[src/rtl/smart_uart_pkg.sv]
`default_nettype none
// ============================================================================
//  Module      : smart_uart_pkg
//  Description : Shared types and constants for the smart-uart TX path.
//                Holds the arbiter state encoding, one-hot grant codes, the
//                response packet length and the response command byte.
//  Revision    : 1.0  initial release
// ============================================================================
package smart_uart_pkg;

    // Arbiter owner state
    typedef enum logic [1:0] {
        IDLE    = 2'd0,
        GNT_CON = 2'd1,
        GNT_RSP = 2'd2
    } su_arb_state_t;

    // One-hot grant codes presented on the grant output
    localparam logic [1:0] SU_GNT_CON = 2'b01;
    localparam logic [1:0] SU_GNT_RSP = 2'b10;

    // A smart-uart response is SU_CMD_RSP followed by 4 data bytes
    localparam int         SU_RSP_LEN = 5;
    localparam logic [7:0] SU_CMD_RSP = 8'hA5;

    // Grant code that belongs to a given owner state
    function automatic logic [1:0] su_grant_of(input su_arb_state_t s);
        logic [1:0] g;
        g = 2'b00;
        case (s)
            GNT_CON: g = SU_GNT_CON;
            GNT_RSP: g = SU_GNT_RSP;
            default: g = 2'b00;
        endcase
        return g;
    endfunction

endpackage
`default_nettype wire

[src/rtl/su_tx_out_reg.sv]
`default_nettype none
// ============================================================================
//  Module      : su_tx_out_reg
//  Description : Single-entry registered valid/ready stage in front of
//                uart_tx. Accepts a new byte whenever it is empty or its
//                current byte leaves in the same cycle, giving 1 byte/cycle.
//  Ports       : clk, rstn          clock, synchronous active-low reset
//                in_valid/in_data   upstream beat, in_ready accept
//                out_valid/out_data registered beat, out_ready from sink
//  Revision    : 1.0  initial release
// ============================================================================
module su_tx_out_reg (
    input  logic       clk,
    input  logic       rstn,
    input  logic       in_valid,
    input  logic [7:0] in_data,
    output logic       in_ready,
    output logic       out_valid,
    output logic [7:0] out_data,
    input  logic       out_ready
);

    logic       r_valid;
    logic [7:0] r_data;

    assign in_ready  = !r_valid || out_ready;
    assign out_valid = r_valid;
    assign out_data  = r_data;

    always_ff @(posedge clk) begin
        if (!rstn) begin
            r_valid <= 1'b0;
            r_data  <= 8'h00;
        end else if (in_valid && in_ready) begin
            r_valid <= 1'b1;
            r_data  <= in_data;
        end else if (out_ready) begin
            r_valid <= 1'b0;
        end
    end

endmodule
`default_nettype wire

[src/rtl/su_tx_arbiter.sv]
`default_nettype none
// ============================================================================
//  Module      : su_tx_arbiter
//  Description : Packet-granular arbiter sharing the UART TX byte stream
//                between console text and smart-uart responses. A whole
//                packet is granted at a time so a response is never split
//                by console bytes. Responses win ties, but after
//                MAX_RSP_BURST consecutive responses a waiting console
//                packet is served. A stall timeout releases a hung owner.
//  Ports       : clk, rstn                     clock, sync active-low reset
//                con_valid/con_data/con_last   console source, con_ready
//                rsp_valid/rsp_data/rsp_last   response source, rsp_ready
//                tx_valid/tx_data, tx_ready    registered stream to uart_tx
//                grant                         one-hot owner (00 idle)
//                timeout_err                   1-cycle forced-release pulse
//  Revision    : 1.0  initial release
// ============================================================================
module su_tx_arbiter
    import smart_uart_pkg::*;
#(
    parameter int MAX_RSP_BURST  = 4,
    parameter int TIMEOUT_CYCLES = 100000,
    parameter int TO_CNT_W       = 17
) (
    input  logic       clk,
    input  logic       rstn,
    input  logic       con_valid,
    input  logic [7:0] con_data,
    input  logic       con_last,
    output logic       con_ready,
    input  logic       rsp_valid,
    input  logic [7:0] rsp_data,
    input  logic       rsp_last,
    output logic       rsp_ready,
    output logic       tx_valid,
    output logic [7:0] tx_data,
    input  logic       tx_ready,
    output logic [1:0] grant,
    output logic       timeout_err
);

    localparam int BURST_W = $clog2(MAX_RSP_BURST + 1);
    localparam logic [BURST_W-1:0]  c_burst_max = BURST_W'(MAX_RSP_BURST);
    localparam bit                  c_to_en     = (TIMEOUT_CYCLES != 0);
    // Release fires on the idle cycle that would bring the count to TIMEOUT_CYCLES
    localparam logic [TO_CNT_W-1:0] c_to_last   = TO_CNT_W'(TIMEOUT_CYCLES - 1);

    su_arb_state_t       r_state;
    su_arb_state_t       w_state_nxt;
    logic [BURST_W-1:0]  r_burst_cnt;
    logic [BURST_W-1:0]  w_burst_nxt;
    logic [TO_CNT_W-1:0] r_to_cnt;
    logic [TO_CNT_W-1:0] w_to_nxt;
    logic [1:0]          r_grant;
    logic                r_timeout_err;
    logic                w_to_fire;

    logic                w_slot_free;
    logic                w_beat_valid;
    logic [7:0]          w_beat_data;
    logic                w_beat_last;
    logic                w_acc;

    // Granted source seen by the output stage; nothing passes while IDLE
    always_comb begin
        w_beat_valid = 1'b0;
        w_beat_data  = 8'h00;
        w_beat_last  = 1'b0;
        case (r_state)
            GNT_CON: begin
                w_beat_valid = con_valid;
                w_beat_data  = con_data;
                w_beat_last  = con_last;
            end
            GNT_RSP: begin
                w_beat_valid = rsp_valid;
                w_beat_data  = rsp_data;
                w_beat_last  = rsp_last;
            end
            default: ;
        endcase
    end

    assign con_ready = (r_state == GNT_CON) && w_slot_free;
    assign rsp_ready = (r_state == GNT_RSP) && w_slot_free;
    assign w_acc     = w_beat_valid && w_slot_free;

    su_tx_out_reg u_out_reg (
        .clk       (clk),
        .rstn      (rstn),
        .in_valid  (w_beat_valid),
        .in_data   (w_beat_data),
        .in_ready  (w_slot_free),
        .out_valid (tx_valid),
        .out_data  (tx_data),
        .out_ready (tx_ready)
    );

    always_comb begin
        w_state_nxt = r_state;
        w_burst_nxt = r_burst_cnt;
        w_to_nxt    = r_to_cnt;
        w_to_fire   = 1'b0;
        case (r_state)
            IDLE: begin
                w_to_nxt = '0;
                if (rsp_valid && (!con_valid || (r_burst_cnt != c_burst_max))) begin
                    w_state_nxt = GNT_RSP;
                end else if (con_valid) begin
                    w_state_nxt = GNT_CON;
                end
                // A response grant with no console waiting ends the burst run
                if (rsp_valid && !con_valid) begin
                    w_burst_nxt = '0;
                end
            end
            GNT_CON, GNT_RSP: begin
                if (w_acc) begin
                    // An accept needs valid high, so it can never coincide
                    // with an idle count: the accept always wins.
                    w_to_nxt = '0;
                    if (w_beat_last) begin
                        w_state_nxt = IDLE;
                        if (r_state == GNT_CON) begin
                            w_burst_nxt = '0;
                        end else if (r_burst_cnt != c_burst_max) begin
                            w_burst_nxt = r_burst_cnt + 1'b1;
                        end
                    end
                end else if (c_to_en && !w_beat_valid && tx_ready) begin
                    if (r_to_cnt == c_to_last) begin
                        w_state_nxt = IDLE;
                        w_to_fire   = 1'b1;
                        w_to_nxt    = '0;
                    end else begin
                        w_to_nxt = r_to_cnt + 1'b1;
                    end
                end
            end
            default: begin
                w_state_nxt = IDLE;
                w_to_nxt    = '0;
            end
        endcase
    end

    always_ff @(posedge clk) begin
        if (!rstn) begin
            r_state       <= IDLE;
            r_burst_cnt   <= '0;
            r_to_cnt      <= '0;
            r_grant       <= 2'b00;
            r_timeout_err <= 1'b0;
        end else begin
            r_state       <= w_state_nxt;
            r_burst_cnt   <= w_burst_nxt;
            r_to_cnt      <= w_to_nxt;
            r_grant       <= su_grant_of(w_state_nxt);
            r_timeout_err <= w_to_fire;
        end
    end

    assign grant       = r_grant;
    assign timeout_err = r_timeout_err;

endmodule
`default_nettype wire

[config.mk]
export PLATFORM = sky130hd
export DESIGN_NAME = su_tx_arbiter
export DESIGN_NICKNAME = d
export VERILOG_FILES = /design/src/rtl/smart_uart_pkg.sv /design/src/rtl/su_tx_out_reg.sv /design/src/rtl/su_tx_arbiter.sv
export SDC_FILE = /design/constraint.sdc
export NUM_CORES = 1
export LEC_CHECK = 0
export CELL_PAD_IN_SITES_DETAIL_PLACEMENT = 0
export CELL_PAD_IN_SITES_GLOBAL_PLACEMENT = 1
export CORE_MARGIN = 4
export CORE_UTILIZATION = 40
export DETAILED_ROUTE_END_ITERATION = 10
export PLACE_DENSITY = 0.95
export SLEW_MARGIN = 20
export SYNTH_ARGS = -nofsm -noshare
export SYNTH_HDL_FRONTEND = slang
export SYNTH_SLANG_ARGS = --single-unit
export TNS_END_PERCENT = 50
[constraint.sdc]
create_clock -name clk -period 4.9 [get_ports clk]
set_input_delay 0.98 -clock clk [delete_from_list [all_inputs] [get_ports clk]]
set_output_delay 0.98 -clock clk [all_outputs]
set_load 0.02 [all_outputs]
==> Word level (Yosys, flattened, before mapping) <==
Index checks and enable logic that the tools add are counted.
{ "classes": {"n_addsub": 2, "multipliers": 0, "div_mod_pow": 0, "order_cmp": 0, "n_eq_ne": 10, "n_shift": 0, "mux": 21, "bitwise_logic": 3, "n_reduce_logical": 18} }
{ "op_table": {"columns": ["op", "count"], "rows": [
  ["17-bit by 1-bit adder with 17-bit output, second input constant", 1],
  ["17-bit == test, second input constant", 1],
  ["17-bit 2-to-1 mux", 1],
  ["8-bit one-hot mux with 2 select lines", 1],
  ["3-bit 2-to-1 mux", 5],
  ["2-bit 2-to-1 mux", 6],
  ["2-bit one-hot mux with 2 select lines", 2],
  ["1-bit logical AND", 6],
  ["2-bit != test, second input constant", 3],
  ["3-bit != test, second input constant", 2],
  ["3-bit one-hot mux with 2 select lines", 1],
  ["5-bit AND reduction", 1],
  ["2-bit by 1-bit == test with 1-bit output, second input constant", 2],
  ["2-bit == test, second input constant", 2],
  ["1-bit one-hot mux with 2 select lines", 2],
  ["2-bit nonzero test", 2],
  ["4-bit OR reduction", 1],
  ["3-bit by 1-bit adder with 3-bit output, second input constant", 1],
  ["1-bit zero test", 3],
  ["1-bit 2-to-1 mux", 3],
  ["1-bit inverter", 3],
  ["3-bit OR reduction", 1],
  ["2-bit zero test", 1],
  ["1-bit logical OR", 2],
  ["2-bit OR reduction", 1]
]} }
{ "word_totals": {"ff_bits": 34, "latch_bits": 0, "mem_bits_rw": 0, "romBits": 0, "in_bits": 23, "out_inout_bits": 14, "word_cells": 61, "mem_count": 0} }

==> Depth between registers and ports, before layout <==
Gate-level depths: netlist of run 1.
{ "depth": {"word_depth": 9, "depth_mapped": 10, "depth_no_buf": 7} }

==> By module <==
A second synthesis of run 1 with hierarchy kept.
{ "hier_totals": {"hier_cells": 214, "area_unflattened_um2": 1813.0} }
{ "modules_own_cells": {"columns": ["mod", "instances", "cells_per_inst", "area_per_inst_um2", "seq_area_each_um2"], "rows": [
  ["su_tx_arbiter", 1, 174, 1437.6, 500.5],
  ["su_tx_out_reg", 1, 40, 375.4, 180.2]
]} }

==> Least setup slack after synthesis of run 1 <==
OpenSTA, ideal clock, no wires.
{ "synth_timing": {"kind": "in2reg", "startpoint": "input port rsp_valid", "endpoint": "register r_grant[1] (netlist: grant[1])", "setup_time_ns": 0.115, "arrival_time_ns": 2.279, "t_required_ns": 4.785, "path_slack_ns": 2.506, "path_stages": 6, "path_buffers": 1, "cell_sequence": "a22oi_4 -> o211ai_2 -> or4_1 -> buf_2 -> a22o_1 -> and2_1"} }
{ "synth_between": {"elab_chain_cells": 8, "elab_cells_between_ends": 12, "classes_between": "2 x eq/ne; 6 x mux; 4 x reduce/logical"} }
{ "synth_rtl": {"columns": ["item", "line", "rtl"], "rows": [
  ["start: declaration", "su_tx_arbiter.sv:31", "input logic rsp_valid,"],
  ["1-bit one-hot mux with 2 select lines", "su_tx_arbiter.sv:69", "case (r_state)"],
  ["1-bit zero test", "su_tx_arbiter.sv:130", "end else if (c_to_en && !w_beat_valid && tx_ready) begin"],
  ["1-bit logical AND", "su_tx_arbiter.sv:130", null],
  ["2-bit 2-to-1 mux", "su_tx_arbiter.sv:130", null],
  ["2-bit 2-to-1 mux", "su_tx_arbiter.sv:118", "if (w_acc) begin"],
  ["2-bit one-hot mux with 2 select lines (*)", "su_tx_arbiter.sv:104", "case (r_state)"],
  ["2-bit == test / 2-bit by 1-bit == test with 1-bit output (equally long branches)", "smart_uart_pkg.sv:30", "case (s)"],
  ["2-bit one-hot mux with 2 select lines (*)", "smart_uart_pkg.sv:30", null],
  ["end signal: assignment", "su_tx_arbiter.sv:158", "r_grant <= su_grant_of(w_state_nxt);"],
  ["end: declaration", "su_tx_arbiter.sv:54", "logic [1:0] r_grant;"]
]} }
Every way passes the cells marked *; elsewhere a longest branch is shown, timed or not.
A chain may end at the register's enable or synchronous reset.

==> Final worst setup path of run 1 <==
{ "layout_timing": {"startpoint": "input port tx_ready", "endpoint": "output port rsp_ready"} }
{ "layout_between": {"elab_chain_cells": 2} }
{ "layout_rtl": {"columns": ["item", "line", "rtl"], "rows": [
  ["start: declaration", "su_tx_arbiter.sv:37", "input logic tx_ready,"],
  ["1-bit logical OR", "su_tx_out_reg.sv:26", "assign in_ready = !r_valid || out_ready;"],
  ["1-bit logical AND", "su_tx_arbiter.sv:85", "assign rsp_ready = (r_state == GNT_RSP) && w_slot_free;"],
  ["end: declaration", "su_tx_arbiter.sv:34", "output logic rsp_ready,"]
]} }
No other way between the ends.

==> results.sh, run 1 <==
export IMPL_grtUsageTotal_pct=14.9
export IMPL_yosysTopAreaCell="dfxtp_1"
export IMPL_diodes=0
export IMPL_drt_total_wl_um=3670
export IMPL_htree_levels=2
export IMPL_yosysWarnings=0
export IMPL_synth_top_family_by_area="simple AND/OR/NAND/NOR gates"
export IMPL_syn_num_nets=225
export IMPL_multi_input_area_um2=965
export IMPL_critPathArrivalTime_ns=2.46
export IMPL_io_pins=37
export IMPL_power_leakage_nw=0.866
export IMPL_area_growth_syn_to_layout_pct=28.3
export IMPL_synth_edff_count=0
export IMPL_port_buffers=36
export IMPL_gp_congestion=0.815
export IMPL_die_area_um2=5390
export IMPL_grt_max_degree=17
export IMPL_r2r_slack_ns=2.34
export IMPL_synth_xor_area_share_pct=8.18
export IMPL_path_class="input pin to output pin"
export IMPL_rsz0062_at_grt="false"
export IMPL_clock_sinks=34
export IMPL_grt_pass1_vias=1371
export IMPL_synthCells=195
export IMPL_post_route_period_util_pct=70.1
export IMPL_end_kind="output pin"
export IMPL_rows=23
export IMPL_synth_simple_area_share_pct=22.5
export IMPL_async_reset_ff_share_pct=0
export IMPL_synth_compound_area_share_pct=20.5
export IMPL_dp_hpwl_um=2710
export IMPL_ys_flop_type="dfxtp_1"
export IMPL_r2r_start="r_state[0]"
export IMPL_hold_viol=0
export IMPL_clk_pin_slew_ns=0.06
export IMPL_min_period_ns=3.44
export IMPL_synth_most_common_cell="dfxtp_1"
export IMPL_relSlewSlack_pct=39.9
export IMPL_avgViaCountPerCell=5.08
export IMPL_final_cells=282
export IMPL_cts_repair_resized=0
export IMPL_clk_path_buf_depth=2
export IMPL_crit_fanout=7
export IMPL_tightest_slew_ns=0.898
export IMPL_crit_start="tx_ready"
export IMPL_peakVddDrop_mv=0.218
export IMPL_antenna_found_initial=0
export IMPL_min_path_type="register to register"
export IMPL_reg2reg_to="r_to_cnt[5]"
export IMPL_die_w_um=73.4
export IMPL_synth_fa_ha_area_share_pct=5.11
export IMPL_vias=1433
export IMPL_cp_endpoint="rsp_ready"
export IMPL_synthTopCellsByCount="34 x dfxtp_1, 29 x nor2_1, 23 x nand2_1"
export IMPL_synth_mux_area_share_pct=0
export IMPL_outcome="finished, final reports clean"
export IMPL_reg2reg_depth=7
export IMPL_crit_path_start_kind="input pin"
export IMPL_numCtsBuffers=5
export IMPL_fmax_ghz=0.291
export IMPL_yosysSeqAreaShare_pct=39.7
export IMPL_wire_per_inst_um=13.0
export IMPL_synthTopCellsByArea="dfxtp_1 40%, nor2_1 6.4%, ha_1 5.1%, xor2_1 5.1%, nand2_1 5.0%"
export IMPL_max_cap_violations=0
export IMPL_regArea_um2=681
export IMPL_antenna_left=0
export IMPL_die_h_um=73.4
export IMPL_drc=0
export IMPL_drive_above_1_share_pct=6.90
export IMPL_firstDrtPassIters=5
export IMPL_grt_overflow=0
export IMPL_drt_iter0_markers=68
export IMPL_setup_viol=0
export IMPL_maxSlewViolCount=0
export IMPL_syn_mean_instance_area_um2=8.78
export IMPL_synth_top_cell_area_share_pct=39.7
export IMPL_required_ns=3.92
export IMPL_power_density_nw_per_um2=292
export IMPL_total_power_w=0.000642
export IMPL_cts_tree="done"
export IMPL_yosys_register_bits=34
export IMPL_timing_setup_tns_ns=0
export IMPL_ys_types=41
export IMPL_grt_pass1_wl_um=6190
export IMPL_dp_cells=274
export IMPL_fillers=383
export IMPL_post_cts_buffers=0
export IMPL_initial_core_util_pct=42.2
export IMPL_clock_skew_ns=0.00552
export IMPL_core_area_um2=4060
export IMPL_fin_nets=261
export IMPL_hold_buffers=0
export IMPL_syn_area_um2=1710
export IMPL_cts_root_buffer="clkbuf_8"
export IMPL_clk_latency_ns=0.29
-- stage by stage --
step / area, µm² / utilization, % / hold slack (ns) / setup WS (ns)
6_report: 2200 / 54.1 / 0.493 / 1.46
5_1_grt: 2200 / 54.1 / 0.518 / 1.40
4_1_cts: 2200 / 54.1 / 0.496 / 1.47
3_5_place_dp: 2100 / 51.8 / 0.486 / 1.48
3_3_place_gp: 2100 / 51.8 / 0.478 / 1.49
2_1_floorplan: 1710 / - / 0.463 / 2.51
-- metal layers --
metal / GRT usage, % / wire length, µm
met1: 18.6 / 1710
met2: 23.0 / 1760
met3: 6.43 / 154
met4: 4.83 / 45
met5: 0 / 0
-- worst min path at each step --
stage,from,to,cells past startpoint
2_1_floorplan,r_burst_cnt[1],r_burst_cnt[1],2
3_3_place_gp,r_burst_cnt[1],r_burst_cnt[1],2
3_5_place_dp,u_out_reg.out_data[5],u_out_reg.out_data[5],1
4_1_cts,r_to_cnt[1],r_to_cnt[1],2
5_1_grt,u_out_reg.out_data[5],u_out_reg.out_data[5],1
6_report,r_to_cnt[1],r_to_cnt[1],2
-- layout make-up --
| class | instances | area share [%] |
|---|---|---|
| tap | 50 | 2.85 |
| clock inverter | 2 | 0.569 |
| clock buffer | 6 | 3.76 |
| inverter | 9 | 1.54 |
| multi-input combinational | 145 | 43.9 |
| sequential | 34 | 31.0 |
| timing repair buffer | 36 | 16.4 |
-- critical path: stages --
cell and delay [ns]:
clkdlybuf4s50_1 0.60, nand2b_1 0.16, and2_1 0.12, clkdlybuf4s50_1 0.59
-- registers in the layout, indices dropped and copies added, names as in the netlist --
name and cells:
grant 2, r_burst_cnt 3, r_state 2, r_to_cnt 17, timeout_err 1, u_out_reg.out_data 8, u_out_reg.out_valid 1
-- where the power goes --
| group | internal (W) | total, W | switching, W |
|---|---|---|---|
| registers | 0.000287 | 0.000294 | 0.00000688 |
| logic | 0.0000608 | 0.000132 | 0.0000710 |
| clock network | 0.000113 | 0.000217 | 0.000104 |
-- cells by family after synthesis --
group,after synthesis
adders and majority gates,7
and+or+nand+nor,81
buffers and inverters,16
DFF,34
xor gates and xnor gates,16
AOI/OAI and AO/OA,41
-- cells in the final DEF, fill, tap and decap left out, types with 7 or more instances in the layout --
cell type         n
dfxtp_1          34
nor2_1           29
nand2_1          23
xor2_1           10
inv_1             8
nand3_1           9
a22oi_1           9
clkdlybuf4s50_1  36
o211a_1           8
ha_1              7
Note: power is estimated with default switching activity, not from simulation.
==> run 2: changes to the inputs <==
--- a/config.mk
+++ b/config.mk
@@ -8,9 +8,9 @@
 export CELL_PAD_IN_SITES_DETAIL_PLACEMENT = 0
 export CELL_PAD_IN_SITES_GLOBAL_PLACEMENT = 1
 export CORE_MARGIN = 4
-export CORE_UTILIZATION = 40
+export CORE_UTILIZATION = 34
 export DETAILED_ROUTE_END_ITERATION = 10
-export PLACE_DENSITY = 0.95
+export PLACE_DENSITY = 0.87
 export SLEW_MARGIN = 20
 export SYNTH_ARGS = -nofsm -noshare
 export SYNTH_HDL_FRONTEND = slang
==> constraint.sdc (replaced) <==
create_clock -name clk -period 2.78 [get_ports clk]
set_input_delay 0.556 -clock clk [delete_from_list [all_inputs] [get_ports clk]]
set_output_delay 0.556 -clock clk [all_outputs]
set_load 0.02 [all_outputs]
==> run 2 against run 1 <==
Global-route usage fell by 2.1 points. Flip-flop and latch count did not move. Non-clock buffer count rose by 10. Critical endpoint unchanged. Clock skew barely moved. Via count rose by 3.6%. Cell area rose by 6.5%. Clock power rose to 2.6 times the previous value. Worst hold slack improved by 0.00078 ns. Total power rose by 110%. Core utilization fell by 5.5 points. Die area rose by 16%. Largest cell class unchanged. Critical path type unchanged.
==> results.sh, run 2 (synthesized netlist as in run 1, its figures left out) <==
export IMPL_outcome="finished, final reports clean"
export IMPL_crit_fanout=7
export IMPL_numCtsBuffers=5
export IMPL_drt_total_wl_um=3790
export IMPL_drc=0
export IMPL_whs_endpoint="r_to_cnt[1]"
export IMPL_reg2reg_depth=7
export IMPL_rsz0062_at_grt="false"
export IMPL_clock_skew_ns=0.00537
export IMPL_holdCritStartpoint="r_to_cnt[1]"
export IMPL_power_density_nw_per_um2=564
export IMPL_cp_cell_sequence="clkdlybuf4s50_1 -> nand2b_1 -> and2_1 -> clkdlybuf4s50_1"
export IMPL_rows=25
export IMPL_relSlewSlack_pct=65.0
export IMPL_reg2reg_to="r_to_cnt[14]"
export IMPL_clock_sinks=34
export IMPL_die_area_um2=6240
export IMPL_post_cts_buffers=0
export IMPL_power_leakage_nw=0.941
export IMPL_dp_hpwl_um=2880
export IMPL_cts_repair_resized=0
export IMPL_end_kind="output pin"
export IMPL_fillers=486
export IMPL_antenna_left=0
export IMPL_fin_util_pct=48.6
export IMPL_maxSlewViolCount=0
export IMPL_cts_root_buffer="clkbuf_8"
export IMPL_hold_buffers=0
export IMPL_r2r_start="r_state[0]"
export IMPL_min_path_cells=2
export IMPL_grt_pass1_vias=1375
export IMPL_hold_viol=0
export IMPL_die_h_um=79.0
export IMPL_vias=1485
export IMPL_htree_levels=2
export IMPL_wire_per_inst_um=12.3
export IMPL_drive_above_1_share_pct=10.7
export IMPL_critPathArrivalTime_ns=2.05
export IMPL_peakVddDrop_mv=0.264
export IMPL_cts_tree="done"
export IMPL_port_buffers=36
export IMPL_timing_setup_tns_ns=0
export IMPL_drt_iter0_markers=42
export IMPL_io_pins=37
export IMPL_cpPeakStageDelay_ns=0.60
export IMPL_layout_commonest_cell="clkdlybuf4s50_1"
export IMPL_area_growth_syn_to_layout_pct=36.7
export IMPL_dp_cells=301
export IMPL_critPathSlowestCell="clkdlybuf4s50_1"
export IMPL_max_cap_violations=0
export IMPL_grt_overflow=0
export IMPL_antenna_found_initial=0
export IMPL_grt_max_degree=17
export IMPL_crit_path_start_kind="input pin"
export IMPL_fin_nets=271
export IMPL_largest_register_ffs=17
export IMPL_min_period_ns=2.60
export IMPL_grtUsageTotal_pct=12.8
export IMPL_required_ns=2.22
export IMPL_initial_core_util_pct=35.6
export IMPL_path_class="input pin to output pin"
export IMPL_diodes=0
export IMPL_clk_pin_slew_ns=0.06
export IMPL_cp_common_cell="clkdlybuf4s50_1"
export IMPL_gp_congestion=0.807
export IMPL_min_path_type="register to register"
export IMPL_avgViaCountPerCell=4.81
export IMPL_r2r_slack_ns=0.40
export IMPL_largest_register="r_to_cnt"
export IMPL_core_area_um2=4820
export IMPL_clk_latency_ns=0.28
export IMPL_setup_viol=0
export IMPL_fmax_ghz=0.384
export IMPL_clk_path_buf_depth=2
export IMPL_grt_pass1_wl_um=6310
export IMPL_die_w_um=79.0
export IMPL_final_cells=309
export IMPL_tightest_slew_ns=0.520
export IMPL_final_cell_mix="36 x clkdlybuf4s50_1, 34 x dfxtp_1, 29 x nor2_1, 23 x nand2_1"
export IMPL_post_route_period_util_pct=93.6
export IMPL_firstDrtPassIters=4
[run 2: metal layers]
| metal | global-route usage (%) | vias to the layer above | share of wire, % | wire, µm |
|---|---|---|---|---|
| met4 | 6.19 | 0 | 3.0 | 115 |
| met3 | 3.97 | 11 | 3.6 | 136 |
| met5 | 0 | - | 0 | 0 |
| met2 | 20.4 | 19 | 47 | 1760 |
| met1 | 15.7 | 678 | 47 | 1780 |
| li1 | - | 777 | - | - |
[run 2: report_power, final]
group          internal, W  total, W  switching, W  leakage, nW
Combinational     0.000119  0.000248      0.000129        0.595
Sequential        0.000505  0.000517     0.0000119        0.275
Clock             0.000382  0.000556      0.000173       0.0714
[run 2: worst max path at each step]
stage | start | to | slack, ns | cells after the start
3_5_place_dp | rsp_valid | r_to_cnt[5] | 0.16 | 6
5_1_grt | tx_ready | con_ready | 0.1 | 4
4_1_cts | tx_ready | con_ready | 0.17 | 4
3_3_place_gp | rsp_valid | r_to_cnt[14] | 0.21 | 6
6_report | tx_ready | rsp_ready | 0.18 | 4
2_1_floorplan | r_state[0] | grant[1] | 0.55 | 9
[run 2: area by class of cell]
class / instances / area [µm²] / area share, %
Multi-Input combinational cell: 145 / 965 / 41.2
Sequential cell: 34 / 681 / 29.1
Timing Repair Buffer: 46 / 435 / 18.6
Tap cell: 67 / 83.8 / 3.58
Clock buffer: 6 / 82.6 / 3.53
Clock inverter: 2 / 60.1 / 2.57
Inverter: 9 / 33.8 / 1.44
[run 2: through the flow]
step | setup WS [ns] | cell area [µm²] | total power (W) | hold WS, ns
after floorplan | 0.547 | 1710 | 0.000672 | 0.463
after global placement | 0.208 | 2200 | 0.000776 | 0.476
after detailed placement | 0.164 | 2200 | 0.000777 | 0.484
after CTS | 0.170 | 2340 | 0.00134 | 0.496
after global routing | 0.0977 | 2340 | 0.00139 | 0.521
final | 0.177 | 2340 | 0.00132 | 0.494
[run 2: worst max-delay path: cells and delay by family]
kind | cells | cell delay, ns
simple gates | 2 | 0.29
buf+inv | 2 | 1.20
==> run 3: changes to the inputs <==
--- a/config.mk
+++ b/config.mk
@@ -5,12 +5,14 @@
 export SDC_FILE = /design/constraint.sdc
 export NUM_CORES = 1
 export LEC_CHECK = 0
+export CAP_MARGIN = 20
 export CELL_PAD_IN_SITES_DETAIL_PLACEMENT = 0
 export CELL_PAD_IN_SITES_GLOBAL_PLACEMENT = 1
 export CORE_MARGIN = 4
 export CORE_UTILIZATION = 34
 export DETAILED_ROUTE_END_ITERATION = 10
-export PLACE_DENSITY = 0.87
+export PLACE_DENSITY = 0.75
+export SKIP_LAST_GASP = 1
 export SLEW_MARGIN = 20
 export SYNTH_ARGS = -nofsm -noshare
 export SYNTH_HDL_FRONTEND = slang
==> run 3 against run 2 <==
Setup slack better by 0.11 ns. Total power shrank 7.8%. Clock skew down 0.0010 ns. Wire length grew 2.1%. Non-clock buffer count unchanged. Count of clock-buffer cells in the layout unchanged. Register-to-register slack lost 0.03 ns. Sequential share of layout area rose by 0.38 points. Flip-flop and latch count is the same. Final cell count is 0.32% lower. Critical path type is now register to output pin. Via count is essentially flat. Worst hold slack worse by 0.00090 ns.
==> results.sh, run 3 (synthesized netlist as in run 1, its figures left out) <==
export IMPL_outcome="finished, final reports clean"
export IMPL_layout_commonest_cell="clkdlybuf4s50_1"
export IMPL_max_cap_violations=0
export IMPL_avgViaCountPerCell=4.82
export IMPL_core_area_um2=4820
export IMPL_diodes=0
export IMPL_min_path_type="register to register"
export IMPL_clk_pin_slew_ns=0.06
export IMPL_clock_sinks=34
export IMPL_crit_path_start_kind="register"
export IMPL_tightest_slew_ns=0.539
export IMPL_hold_viol=0
export IMPL_relSlewSlack_pct=63.7
export IMPL_cts_repair_resized=0
export IMPL_hold_buffers=0
export IMPL_grt_pass1_vias=1421
export IMPL_clock_skew_ns=0.00435
export IMPL_port_buffers=36
export IMPL_die_area_um2=6240
export IMPL_clk_latency_ns=0.28
export IMPL_rows=25
export IMPL_peakVddDrop_mv=0.278
export IMPL_required_ns=2.22
export IMPL_end_kind="output pin"
export IMPL_dp_hpwl_um=2910
export IMPL_io_pins=37
export IMPL_post_route_period_util_pct=89.6
export IMPL_timing_setup_tns_ns=0
export IMPL_initial_core_util_pct=35.6
export IMPL_area_growth_syn_to_layout_pct=34.9
export IMPL_rsz0062_at_grt="false"
export IMPL_maxSlewViolCount=0
export IMPL_power_density_nw_per_um2=527
export IMPL_path_class="register to output pin"
export IMPL_power_leakage_nw=0.927
export IMPL_firstDrtPassIters=4
export IMPL_final_cell_mix="36 x clkdlybuf4s50_1, 34 x dfxtp_1, 29 x nor2_1, 23 x nand2_1"
export IMPL_antenna_left=0
export IMPL_grt_max_degree=17
export IMPL_grtUsageTotal_pct=13.4
export IMPL_numCtsBuffers=5
export IMPL_grt_overflow=0
export IMPL_cts_root_buffer="clkbuf_8"
export IMPL_crit_fanout=11
export IMPL_die_h_um=79.0
export IMPL_r2r_start="r_state[0]"
export IMPL_die_w_um=79.0
export IMPL_largest_register_ffs=17
export IMPL_drive_above_1_share_pct=10.4
export IMPL_setup_viol=0
export IMPL_postLayoutSetupSlackWorst_ns=0.288
export IMPL_fmax_ghz=0.401
export IMPL_wire_per_inst_um=12.6
export IMPL_grt_pass1_wl_um=6650
export IMPL_crit_start="r_state[0]"
export IMPL_drt_iter0_markers=62
export IMPL_clk_path_buf_depth=2
export IMPL_post_cts_buffers=0
export IMPL_holdCritStartpoint="r_burst_cnt[0]"
export IMPL_htree_levels=2
export IMPL_largest_register="r_to_cnt"
export IMPL_drt_total_wl_um=3870
export IMPL_fin_nets=271
export IMPL_cts_tree="done"
export IMPL_gp_congestion=0.742
export IMPL_antenna_found_initial=0
export IMPL_dpl_worst_slack_ns=0.153
export IMPL_critPathArrivalTime_ns=1.94
export IMPL_min_period_ns=2.49
export IMPL_vias=1486
export IMPL_drc=0
run 3: cell types whose count changed in the layout (fill, tap and decap cells not counted):
cell	before	now
bufinv_16	2	1
run 3: path summary, 6_finish.rpt:
path	depth (start not counted)	slack (ns)	to
setup / recovery	5	0.29	rsp_ready
hold / removal	2	0.49	r_burst_cnt[0]
setup reg to reg	7	0.37	r_to_cnt[9]
hold reg to reg	2	0.49	r_burst_cnt[0]
run 3: power by group:
part,leakage (nW),switching (W),internal (W),total (W)
logic,0.595,0.000129,0.000119,0.000248
registers,0.275,0.0000118,0.000505,0.000517
clock network,0.0573,0.000166,0.000287,0.000452
total,0.927,0.000307,0.000911,0.00122
run 3: routing by layer:
metal  part of all wire (%)  GRT usage [%]  vias up
li1                       -              -      778
met4                    1.1           4.64        0
met3                    2.9           3.63        5
met1                     49           17.1      689
met2                     46           21.6       14
met5                      0              0        -
run 3: cell type report:
class                   instances  area [µm²]
clock buffers                   6        82.6
flip-flops and latches         34         681
clock inverters                 1        30.0
well taps                      67        83.8
fillers                       485        2510
inverters                       9        33.8
multi-input cells             145         965
repair buffers                 46         435
run 3: worst max-delay path, stage by stage, from the launching register on:
cell and delay [ns]:
dfxtp_1 0.36, inv_1 0.12, ha_1 0.22, buf_4 0.20
and2_1 0.14, clkdlybuf4s50_1 0.62
run 3: metrics by stage:
step	util (%)	total power, W	hold WS, ns	area (µm²)	std cells
after global placement	45.6	0.000778	0.476	2200	301
after floorplan	-	0.000672	0.463	1710	195
after global routing	48.0	0.00129	0.507	2310	308
final	48.0	0.00122	0.493	2310	308
after CTS	48.0	0.00124	0.492	2310	308
after detailed placement	45.6	0.000778	0.482	2200	301
==> edit 1, RTL diff (settings of run 2) <==
Make the reset (`rstn`) asynchronous in 2 clocked blocks. Comments in the files are not updated.
--- a/src/rtl/su_tx_out_reg.sv
+++ b/src/rtl/su_tx_out_reg.sv
@@ -29,3 +29,3 @@
 
-    always_ff @(posedge clk) begin
+    always_ff @(posedge clk or negedge rstn) begin
         if (!rstn) begin
--- a/src/rtl/su_tx_arbiter.sv
+++ b/src/rtl/su_tx_arbiter.sv
@@ -146,3 +146,3 @@
 
-    always_ff @(posedge clk) begin
+    always_ff @(posedge clk or negedge rstn) begin
         if (!rstn) begin
Behaviour: differs if rstn is asserted again (counterexample within 4 cycles, from zero or initial values and one cycle with rstn low); with rstn held inactive, the same outputs for 10 cycles.
==> edit 1 against run 2 <==
  * Die area increased by 13%
  * Routed wire length increased by 31%
  * Fmax increased by 3.2%
  * Cell area increased by 8.2%
  * Area after synthesis increased by 15%
  * Synthesized cell count increased by 11%
  * Non-clock buffer count decreased by 4
  * Sequential cell count unchanged
  * Clock skew decreased by 0.00089 ns
  * Setup slack improved by 0.080 ns
  * Register-to-register slack improved by 0.15 ns
Power is not compared: it rests on default switching activity, and its combinational part moved more than twofold at a synthesized area within 25%.
==> edit 1: results (changes against run 2) <==
Synthesis
  – Synthesized area per cell: 9.08 µm² (was 8.78 µm²)
  – Proportion of register bits with asynchronous set or reset after synthesis: 1.00 (was 0)
  – Leading cell types by count after synthesis: sky130_fd_sc_hd__dfrtp_1, sky130_fd_sc_hd__nand2_1, sky130_fd_sc_hd__o21ai_0 (was sky130_fd_sc_hd__dfxtp_1, sky130_fd_sc_hd__nor2_1, sky130_fd_sc_hd__nand2_1)
  – Sequential share of the synthesized area: 0.434 (was 0.397)
  – Top flip-flop cell by instance count after synthesis: sky130_fd_sc_hd__dfrtp_1 (was sky130_fd_sc_hd__dfxtp_1)
  – Ranking of synthesized cells by area: sky130_fd_sc_hd__dfrtp_1, sky130_fd_sc_hd__nand2_1, sky130_fd_sc_hd__o21ai_0, sky130_fd_sc_hd__ha_1, sky130_fd_sc_hd__a22oi_1 (was sky130_fd_sc_hd__dfxtp_1, sky130_fd_sc_hd__nor2_1, sky130_fd_sc_hd__ha_1, sky130_fd_sc_hd__xor2_1, sky130_fd_sc_hd__nand2_1)
  – Net count after synthesis: 246 (was 225)
  – Number of library cell types mapped by synthesis: 43 (was 41)

Global route
  – Largest net degree at the start of global routing: 35 (was 17)
  – Overall track demand over capacity in global routing: 0.147 (was 0.128)
  – First-pass GRT wire length: 8500 µm (was 6310 µm)
  – Number of global-route vias before repair: 1,772 (was 1,375)

STA
  – Relative slew slack: 0.663 (was 0.650)
  – Worst clock skew on the final layout: 0.00449 ns (was 0.00537 ns)
  – Worst hold slack: 0.484 ns (was 0.494 ns)

Critical path
  – Reg-to-Reg End: r_to_cnt[13] (was r_to_cnt[14])
  – Arrival time of the worst setup path: 1.97 ns (was 2.05 ns)
  – Launching point of the worst reg2reg path: r_state[0] (unchanged)
  – Minimum setup slack among reg-to-reg paths: 0.55 ns (was 0.40 ns)
  – Worst Reg2Reg Path Length in Cells: 8 (was 7)
  – Critical-path maximum fanout: 3 (was 7)

Route
  – First-pass DRT Iterations: 5 (was 4)
  – Iter 0 DRT Violations: 103 (was 42)
  – Average detailed-routed wire length per instance: 15.0 µm (was 12.3 µm)
  – Avg Vias per Cell: 5.52 (was 4.81)

Finish
  – Fill cell total of the finished layout: 550 (was 486)
  – Number of standard cells in the final layout excluding fillers: 331 (was 309)
  – Share of cells above drive strength 1: 0.0849 (was 0.107)
  – Total number of nets in the final design: 288 (was 271)
  – Area of all placed cells without fillers: 2530 µm² (was 2340 µm²)

Placement
  – Area after detailed placement: 2420 µm² (was 2200 µm²)
  – Pre-CTS WS: 0.243 ns (was 0.164 ns)
  – Last weighted congestion value of the routability-driven placer: 0.788 (was 0.807)
  – Cell Count Post-Placement: 323 (was 301)

Min path
  – Worst hold start: u_out_reg.out_data[3] (was r_to_cnt[1])
  – Worst-case hold path end point: u_out_reg.out_data[3] (was r_to_cnt[1])

Power
  – Switching part of the total power: 0.411

Status
  – Status: finished, final reports clean (unchanged)
-- edit 1: layout make-up --
class / count / area share
multi-input combinational: 168 / 0.415
sequential: 34 / 0.336
timing repair buffer: 42 / 0.160
clock buffer: 8 / 0.0435
tap: 72 / 0.0356
inverter: 7 / 0.0104
-- edit 1: cells by family (layout without fill, tap and decap cells) --
group | count (synthesis) | count (layout) | synth area share
flip-flops | 34 | 34 | 0.434
AND/OR/NAND/NOR | 97 | 97 | 0.272
adder cells (fa/ha/maj) | 7 | 7 | 0.0446
AO/OA/AOI/OAI | 64 | 64 | 0.219
buffers and inverters | 14 | 57 | 0.0306
-- edit 1: critical path: stages --
cell and delay, ns:
sky130_fd_sc_hd__clkdlybuf4s50_1 0.48, sky130_fd_sc_hd__and2b_1 0.21, sky130_fd_sc_hd__nor2b_1 0.11, sky130_fd_sc_hd__clkdlybuf4s50_1 0.61
-- edit 1: worst max-delay path by stage --
stage / start / to / slack, ns
after CTS: tx_ready / rsp_ready / 0.24
after floorplan: r_state[0] / grant[0] / 0.93
after global placement: tx_ready / rsp_ready / 0.29
after detailed placement: tx_ready / rsp_ready / 0.24
after global routing: tx_ready / rsp_ready / 0.20
final: tx_ready / rsp_ready / 0.26
-- edit 1: metal layers --
layer | GRT usage | vias up | share of wire
li1 | - | 885 | -
met1 | 0.182 | 893 | 0.43
met2 | 0.257 | 42 | 0.52
met3 | 0.0207 | 7 | 0.037
met4 | 0.0541 | 0 | 0.013
met5 | 0 | - | 0
-- edit 1: power groups by stage --
stage | combinational, mW | sequential [mW] | clock [mW]
after floorplan | 0.633 | 0.720 | 0
after global placement | 1.02 | 0.668 | 0
after detailed placement | 1.04 | 0.670 | 0
after CTS | 1.04 | 0.661 | 0.452
after global routing | 1.16 | 0.674 | 0.472
final | 1.03 | 0.662 | 0.435
==> edit 2, RTL diff (flow settings as in run 2) <==
Made on the original files. The parameter `MAX_RSP_BURST` goes from 4 to 8.
--- a/src/rtl/su_tx_arbiter.sv
+++ b/src/rtl/su_tx_arbiter.sv
@@ -20,3 +20,3 @@
 #(
-    parameter int MAX_RSP_BURST  = 4,
+    parameter int MAX_RSP_BURST  = 8,
     parameter int TIMEOUT_CYCLES = 100000,
Check against the original RTL: not equivalent (a bounded check fails within 10 cycles, from zero or initial values and one cycle with rstn low).
==> edit 2 against run 2 <==
  * Count of clock-buffer cells in the layout decreased by 1
  * Worst hold slack got worse by 0.0095 ns
  * Critical path depth unchanged
  * Setup slack improved by 0.023 ns
  * First-iteration DRC count increased by 83%
  * Cell area increased by 4.0%
  * Sequential power increased by 2%
  * Area after synthesis increased by 8.1%
  * Routed wire length increased by 18%
  * Sequential cell count increased by 1
  * Synthesized cell count increased by 10%
  * Global-route usage increased by 1.4 points
  * Total power decreased by 6.5%
  * Critical path type unchanged
  * Highest routed layer unchanged
==> edit 2: results (changes against run 2) <==
Status
  – Status: finished, final reports clean (unchanged)

Critical path
  – Minimum setup slack among reg-to-reg paths: 0.47 ns (was 0.40 ns)
  – Arrival time of the worst setup path: 2.02 ns (was 2.05 ns)
  – Critical-path maximum fanout: 3 (was 7)
  – Reg-to-Reg End: r_to_cnt[14] (unchanged)

Finish
  – Fill cell total of the finished layout: 533 (was 486)
  – Multi-input logic cell count: 159 (was 145)
  – Share of cells above drive strength 1: 0.0898 (was 0.107)
  – Count of buffers not belonging to the clock network in the layout: 45 (was 46)
  – Layout non-clock buf frac: 0.176 (was 0.186)
  – Footprint of the multi-input gates: 1070 µm² (was 965 µm²)
  – Area of all placed cells without fillers: 2430 µm² (was 2340 µm²)
  – Synth-to-layout area growth: 31.4% (was 36.7%)
  – Total number of nets in the final design: 285 (was 271)
  – Clock buf count: 5 (was 6)
  – Share of final layout cell area taken by clock buffers and inverters: 0.0463 (was 0.0609)

Synthesis
  – Leading cell types by count after synthesis: sky130_fd_sc_hd__dfxtp_1, sky130_fd_sc_hd__nor2_1, sky130_fd_sc_hd__a21oi_1 (was sky130_fd_sc_hd__dfxtp_1, sky130_fd_sc_hd__nor2_1, sky130_fd_sc_hd__nand2_1)
  – Number of library cell types mapped by synthesis: 50 (was 41)
  – Sequential share of the synthesized area: 0.378 (was 0.397)
  – Proportion of register bits with asynchronous set or reset after synthesis: 0 (unchanged)
  – Ranking of synthesized cells by area: sky130_fd_sc_hd__dfxtp_1, sky130_fd_sc_hd__ha_1, sky130_fd_sc_hd__a211oi_1, sky130_fd_sc_hd__a22oi_1, sky130_fd_sc_hd__a21oi_1 (was sky130_fd_sc_hd__dfxtp_1, sky130_fd_sc_hd__nor2_1, sky130_fd_sc_hd__ha_1, sky130_fd_sc_hd__xor2_1, sky130_fd_sc_hd__nand2_1)
  – Net count after synthesis: 245 (was 225)

Placement
  – Last weighted congestion value of the routability-driven placer: 0.818 (was 0.807)
  – Pre-CTS WS: 0.220 ns (was 0.164 ns)
  – Total half-perimeter wirelength after legalization and detailed placement: 3300 µm (was 2880 µm)
  – Area after detailed placement: 2320 µm² (was 2200 µm²)

Global route
  – First-pass GRT wire length: 7560 µm (was 6310 µm)
  – Number of global-route vias before repair: 1,741 (was 1,375)
  – Overall track demand over capacity in global routing: 0.143 (was 0.128)

STA
  – Transition time at the pin with the least slew margin: 0.546 ns (was 0.520 ns)
  – Worst hold slack: 0.484 ns (was 0.494 ns)
  – Worst clock skew on the final layout: 0.00578 ns (was 0.00537 ns)

Min path
  – Hold-critical path depth: 2 (unchanged)
  – Worst-case hold path end point: r_to_cnt[16] (was r_to_cnt[1])
  – Worst hold start: r_to_cnt[16] (was r_to_cnt[1])

Route
  – Average detailed-routed wire length per instance: 13.7 µm (was 12.3 µm)
  – Iter 0 DRT Violations: 77 (was 42)
  – First-pass DRT Iterations: 4 (unchanged)
  – Avg Vias per Cell: 5.60 (was 4.81)

Power
  – Worst vdd rail ir drop: 264 µV (about the same)
  – Internal power summed over all cells: 0.896 mW (was 1.01 mW)
[edit 2: cell count changes after synthesis, sizes merged, moves of 4 or more]
cell / change
clkbuf: +8
a211oi: +9
nor2: -13
o31ai: +4
o21ai: +4
or4: +5
nor3: +4
a21oi: +10
nand2: -11
xor2: -7
o211a: -7
[edit 2: kinds of logic after synthesis]
logic type | after synthesis | share of synthesized area
xor gates and xnor gates | 6 | 0.0284
AOI/OAI and AO/OA | 70 | 0.275
adders and majority gates | 7 | 0.0473
DFF | 35 | 0.378
and+or+nand+nor | 75 | 0.222
muxes | 1 | 0.00541
buffers and inverters | 21 | 0.0432
[edit 2: power groups by stage]
| stage | logic, mW | registers, mW | clock network [mW] |
|---|---|---|---|
| 4_1_cts | 0.249 | 0.528 | 0.468 |
| 2_1_floorplan | 0.131 | 0.552 | 0 |
| 6_report | 0.249 | 0.528 | 0.457 |
| 5_1_grt | 0.274 | 0.530 | 0.495 |
| 3_3_place_gp | 0.246 | 0.540 | 0 |
| 3_5_place_dp | 0.247 | 0.540 | 0 |
[edit 2: through the flow]
| step | instances | total power [mW] |
|---|---|---|
| 5_1_grt | 326 | 1.30 |
| 6_report | 326 | 1.23 |
| 2_1_floorplan | 215 | 0.684 |
| 3_3_place_gp | 318 | 0.786 |
| 4_1_cts | 326 | 1.24 |
| 3_5_place_dp | 318 | 0.787 |
[edit 2: critical path, stage by stage]
cell	delay (ns)
sky130_fd_sc_hd__clkdlybuf4s50_1	0.48
sky130_fd_sc_hd__nand2b_1	0.22
sky130_fd_sc_hd__and2_1	0.16
sky130_fd_sc_hd__clkdlybuf4s50_1	0.60
[edit 2: per-layer routing]
| metal | up-vias | track usage | wire length, µm |
|---|---|---|---|
| met4 | 0 | 0.0565 | 88 |
| li1 | 903 | - | - |
| met5 | - | 0 | 0 |
| met1 | 839 | 0.177 | 2100 |
| met2 | 73 | 0.229 | 1900 |
| met3 | 9 | 0.0450 | 367 |
[edit 2: how the worst max path moves through the flow]
| stage | start | to | slack, ns | depth (start not counted) |
|---|---|---|---|---|
| 2_1_floorplan | r_state[0] | r_to_cnt[8] | 0.62 | 7 |
| 3_3_place_gp | tx_ready | rsp_ready | 0.24 | 4 |
| 3_5_place_dp | tx_ready | con_ready | 0.22 | 4 |
| 4_1_cts | tx_ready | con_ready | 0.20 | 4 |
| 5_1_grt | r_state[1] | con_ready | 0.13 | 5 |
| 6_report | tx_ready | con_ready | 0.20 | 4 |
